`src/rtl/fifo_buffer_flags.sv`:
```
// Single-clock parametrised FIFO with occupancy count, almost-full/almost-empty
// thresholds, overflow/underflow pulses and optional first-word-fall-through.
module fifo_buffer_flags #(
    parameter int unsigned WIDTH    = 8,
    parameter int unsigned DEPTH    = 16,
    parameter int unsigned AF_LEVEL = 12,
    parameter int unsigned AE_LEVEL = 4,
    parameter bit          FWFT     = 1'b0
) (
    input  logic                     clk,
    input  logic                     reset,
    input  logic                     write_en,
    input  logic                     read_en,
    input  logic [WIDTH-1:0]         data_in,
    output logic [WIDTH-1:0]         data_out,
    output logic                     empty,
    output logic                     full,
    output logic                     almost_empty,
    output logic                     almost_full,
    output logic [$clog2(DEPTH):0]   count,
    output logic                     overflow,
    output logic                     underflow
);

    localparam int unsigned PTR_W = $clog2(DEPTH);
    localparam int unsigned CNT_W = PTR_W + 1;

    // Out-of-range configuration is reported once the clock runs
    if (WIDTH < 1 || DEPTH < 2 || (DEPTH & (DEPTH - 1)) != 0 ||
        AF_LEVEL < 1 || AF_LEVEL > DEPTH || AE_LEVEL >= DEPTH) begin : g_cfg_err
        always @(posedge clk) begin
            $error("fifo_buffer_flags: illegal parameter set");
        end
    end

    logic [WIDTH-1:0] mem [DEPTH];
    logic [PTR_W-1:0] wr_ptr, rd_ptr, wr_ptr_next, rd_ptr_next;
    logic [CNT_W-1:0] count_next;
    logic [WIDTH-1:0] data_out_next;
    logic             wr_acc, rd_acc;

    // Accept decisions and next-state arithmetic on pre-edge state
    always_comb begin
        rd_acc      = read_en & ~empty;
        wr_acc      = write_en & (~full | rd_acc);
        wr_ptr_next = wr_ptr + PTR_W'(wr_acc);
        rd_ptr_next = rd_ptr + PTR_W'(rd_acc);
        count_next  = count + CNT_W'(wr_acc) - CNT_W'(rd_acc);
    end

    // Read data: popped word in standard mode, post-edge head in FWFT mode
    always_comb begin
        data_out_next = data_out;
        if (FWFT) begin
            if (count_next == '0) begin
                data_out_next = '0;
            end else if (wr_acc && (wr_ptr == rd_ptr_next)) begin
                // head is the word being written on this very edge
                data_out_next = data_in;
            end else begin
                data_out_next = mem[rd_ptr_next];
            end
        end else if (rd_acc) begin
            data_out_next = mem[rd_ptr];
        end
    end

    // Storage array, intentionally not reset
    always_ff @(posedge clk) begin
        if (wr_acc) begin
            mem[wr_ptr] <= data_in;
        end
    end

    // Pointers, count, flags and pulses; flags follow the registered count
    always_ff @(posedge clk or negedge reset) begin
        if (!reset) begin
            wr_ptr       <= '0;
            rd_ptr       <= '0;
            count        <= '0;
            data_out     <= '0;
            empty        <= 1'b1;
            full         <= 1'b0;
            almost_empty <= 1'b1;
            almost_full  <= 1'b0;
            overflow     <= 1'b0;
            underflow    <= 1'b0;
        end else begin
            wr_ptr       <= wr_ptr_next;
            rd_ptr       <= rd_ptr_next;
            count        <= count_next;
            data_out     <= data_out_next;
            empty        <= (count_next == '0);
            full         <= (count_next == CNT_W'(DEPTH));
            almost_empty <= (count_next <= CNT_W'(AE_LEVEL));
            almost_full  <= (count_next >= CNT_W'(AF_LEVEL));
            overflow     <= write_en & ~wr_acc;
            underflow    <= read_en & empty;
        end
    end

endmodule

```
`config.mk`:
```
export PLATFORM = sky130hd
export DESIGN_NAME = fifo_buffer_flags
export DESIGN_NICKNAME = d
export VERILOG_FILES = /design/src/rtl/fifo_buffer_flags.sv
export SDC_FILE = /design/constraint.sdc
export NUM_CORES = 1
export LEC_CHECK = 0
export CORE_AREA = 2 2 131 133
export CTS_CLUSTER_SIZE = 10
export DETAILED_ROUTE_END_ITERATION = 8
export DIE_AREA = 0 0 133 135
export GPL_TIMING_DRIVEN = 0
export HOLD_SLACK_MARGIN = 0.06
export PLACE_DENSITY = 0.53
export SETUP_SLACK_MARGIN = 0.4
export SYNTH_ARGS = -nofsm -noshare
export SYNTH_HDL_FRONTEND = slang
export SYNTH_SLANG_ARGS = --single-unit
```
`constraint.sdc`:
```
create_clock -name clk -period 5.1 [get_ports clk]
set_input_delay 1.02 -clock clk [delete_from_list [all_inputs] [get_ports clk]]
set_output_delay 1.02 -clock clk [all_outputs]
set_load 0.01 [all_outputs]
```
==> metrics.md <==
| Metric | Value |
|---|---|
| # Max-Cap Violations | 0 |
| Most used cell, CP | ha_1 |
| Sink Count | around 160 |
| Post-DP Area | about 6700 um^2 |
| DRC Markers | 0 |
| # nets final | around 420 |
| Max Fclk | approximately 280 MHz |
| CP Launch Type | input port |
| Crit share post-route | 0.690 |
| Setup CP Type | in2reg |
| Commonest non-fill, non-tap cell in the layout | edfxtp_1 |
| GP Congestion | ~0.8 |
| Via Count | approximately 3.1k |
| Die height | between 100 and 150 um |
| Ant diodes | 0 |
| Clock latency on the worst-skew pair | approximately 0.41 ns |
| CTS H-tree depth | 4 |
| CP max stage cell | clkdlybuf4s50_1 |
| Synth Flop Type | edfxtp_1 |
| Worst slew pin tran | about 1.2 ns |
| Count of endpoints failing setup in the final report | 0 |
| Clock-pin slew of the registers on the worst-case setup and hold paths | 0.06 ns |
| Outcome | complete, no violations |
| Largest net degree at the start of global routing | 28 |
| Post-synth EDFFs | about 130 |
| First-pass GRT wire length | 19500 um |
| Hold path endpoint | rd_ptr[1] |
| PortBufs | 30 |
| Pleak | about 2.6 nW |
| Gr ovfl total | 0 |
| Critical path arrival | 3.84 ns |
| Reg-to-Reg Start | empty |
| Final WS setup | approximately 1.6 ns |
| R2r setup slk | roughly 2.1 ns |
| Share of cells above drive strength 1 | 0.135 |
| Power per standard cell area | ~600 nW/um^2 |
| Cts bufs inserted | 17 |
| Hold buffers post-CTS | 0 |
| Via/cell ratio | ~5 |
| Async set-reset flop share out of synthesis | 0.174 |
| Worst hold path class | reg2reg |
| Post-synthesis cell type count | 37 |
| Vias in the first global route | between 3k and 4k |
| Biggest area consumer among synthesized cells | edfxtp_1 |
| Place WS | 1.18 ns |
| CP delay by family, top | adder cells |
| Hold Path Stages | 1 |
| Slew HR | 0.165 |
| Post-route minimum period | about 3.5 ns |
| Post-CTS Setup Inserts | 0 |
| Mapped Area | slightly above 6000 um^2 |
| Fillers | approximately 1.4k |
| Die Span X | around 130 um |
| Synth Instances | 352 |
| Total wire length | between 10000 and 15000 um |
| Most frequent cells in the layout | 128 x edfxtp_1, 42 x mux2i_1, 29 x clkdlybuf4s50_1 |
| WL/cell | approximately 20 um |
| Max incr delay on CP | 0.47 ns |
| Hpwl dp | between 8000 and 9000 um |
| TritonCTS clock tree | yes |
| Hold Slack | roughly 0.52 ns |
| Flops & latches, synth | about 160 |
| Synth Warn # | 0 |
| Crit path required time | about 5.4 ns |
| Reg-to-reg endpoint | full |
| CP Max Fanout | 11 |
| P&R area growth vs syn | 18.5% |
| Initial Utilization | 0.374 |
| Std-Cell Rows | 47 |
| Average instance area after synthesis | about 17 um^2 |
| Hold_sp | rd_ptr[1] |
| WP buf/inv | 4 |
| Unrepaired setup endpoints after global routing | no |
| Core Footprint | around 16000 um^2 |
| ANT nets after route | 0 |
| Finished layout cell area | approximately 7300 um^2 |
| Worst-path cell chain | clkdlybuf4s50_1, nand2b_1, buf_4, inv_4, o21ai_1, ha_1, inv_1, ha_1, fa_1, a21o_1, a21oi_1, xnor2_1, nor3b_1 |
| Synth top area share | 0.626 |
| Initial DRT Pass Iterations | 7 |
| Mapped Nets | approximately 370 |
| Synth top area cells | edfxtp_1 63%, dfrtp_1 10%, mux2i_1 6.9% |
| Starting DRC count in detailed routing | 200 |
| DIE AREA | between 15000 and 20000 um^2 |
| Clock tree buffer depth | 2 |
| Fin. Hold Viols | 0 |
| Clock root buffer master | clkbuf_16 |
| CP Capture Type | flop |
| Worst IR drop on VDD | ~0.28 mV |
| Initial antenna violation count | 0 |
| CTS resizes | 0 |
| Seq/Total Area, Yosys | 0.737 |
| # IOs | 31 |
| R2R depth | 12 |
| Setup TNS | 0 ns |
| Global Route Usage Sum | 0.152 |
| Clock Skew | 0.00910 ns |
| Slew Viols, Final | 0 |
-- flip-flops by register name, indices dropped and copies added, names as in the netlist --
name / count
empty: 1
almost_full: 1
wr_ptr: 4
overflow: 1
almost_empty: 1
underflow: 1
count: 5
full: 1
data_out: 8
mem: 128
rd_ptr: 4
-- metrics by stage --
| step | power, mW | cells | utilization |
|---|---|---|---|
| 2_1_floorplan | 2.70 | 352 | - |
| 3_3_place_gp | 3.17 | 602 | 0.409 |
| 3_5_place_dp | 3.19 | 602 | 0.409 |
| 4_1_cts | 4.41 | 634 | 0.444 |
| 5_1_grt | 4.60 | 634 | 0.443 |
| 6_report | 4.36 | 634 | 0.443 |
-- how the worst max path moves through the flow --
stage	cells past startpoint	endpoint	from	slack (ns)
detailed placement	8	mem[2][5]	read_en	1.18
floorplan	12	full	read_en	2.03
CTS	13	full	read_en	1.59
finish	13	full	read_en	1.58
global route	13	full	read_en	1.37
global placement	13	full	read_en	1.14
-- logic make-up after synthesis --
logic type | after synthesis | share of synthesized area
flip-flops | 155 | 0.737
AND/OR/NAND/NOR | 58 | 0.0483
multiplexers | 53 | 0.109
AO/OA/AOI/OAI | 43 | 0.0440
buffers and inverters | 25 | 0.0288
adder cells (fa/ha/maj) | 10 | 0.0216
XOR/XNOR | 8 | 0.0114
-- cell usage after synthesis (2+ instances only) --
library cell  number
or3b_1             2
mux4_2            11
a21oi_1           13
or3_1              2
a21oi_2            2
clkbuf_1           2
edfxtp_1         128
mux2i_1           42
nor2_1            22
buf_6              7
nand2b_1           3
nand3_1            4
nand2_1            2
a21o_1             3
buf_4              2
dfstp_2            2
inv_1              8
nand3b_1           4
a22oi_1            3
xor2_1             2
nor2b_1            2
buf_2              3
o22ai_1           20
dfrtp_1           25
ha_1               9
xnor2_1            6
nor3_1            13
-- layout make-up --
cell class	instances	area (um^2)	share of cell area
Timing Repair Buffer	30	295	0.0406
Inverter	9	36.3	0.00499
Sequential cell	155	4520	0.622
Clock inverter	12	129	0.0177
Tap cell	220	275	0.0379
Clock buffer	20	437	0.0600
Buffer	16	140	0.0193
Multi-Input combinational cell	172	1440	0.198
-- layer usage --
layer	share of wire	vias to the layer above	track usage	wire, um
met5	0	-	0	0
met4	0.012	0	0.0579	155
met1	0.47	1607	0.204	5970
li1	-	1466	-	-
met3	0.031	11	0.0312	395
met2	0.48	59	0.247	6130
-- report_power, final --
group	switching [mW]	leakage, nW	internal, mW
combinational	0.806	0.829	0.652
clock	0.457	0.279	0.757
sequential	0.0789	1.47	1.60
total	1.34	2.58	3.01
-- worst register-to-register path, stage by stage, from the launching register on --
cell      delay [ns]
dfstp_2         0.53
nand2b_1        0.10
buf_4           0.22
inv_4           0.13
o21ai_1         0.33
ha_1            0.18
inv_1           0.04
ha_1            0.19
fa_1            0.42
a21o_1          0.18
a21oi_1         0.17
xnor2_1         0.22
nor3b_1         0.21
No activity file was read; power rests on OpenSTA's default activity.
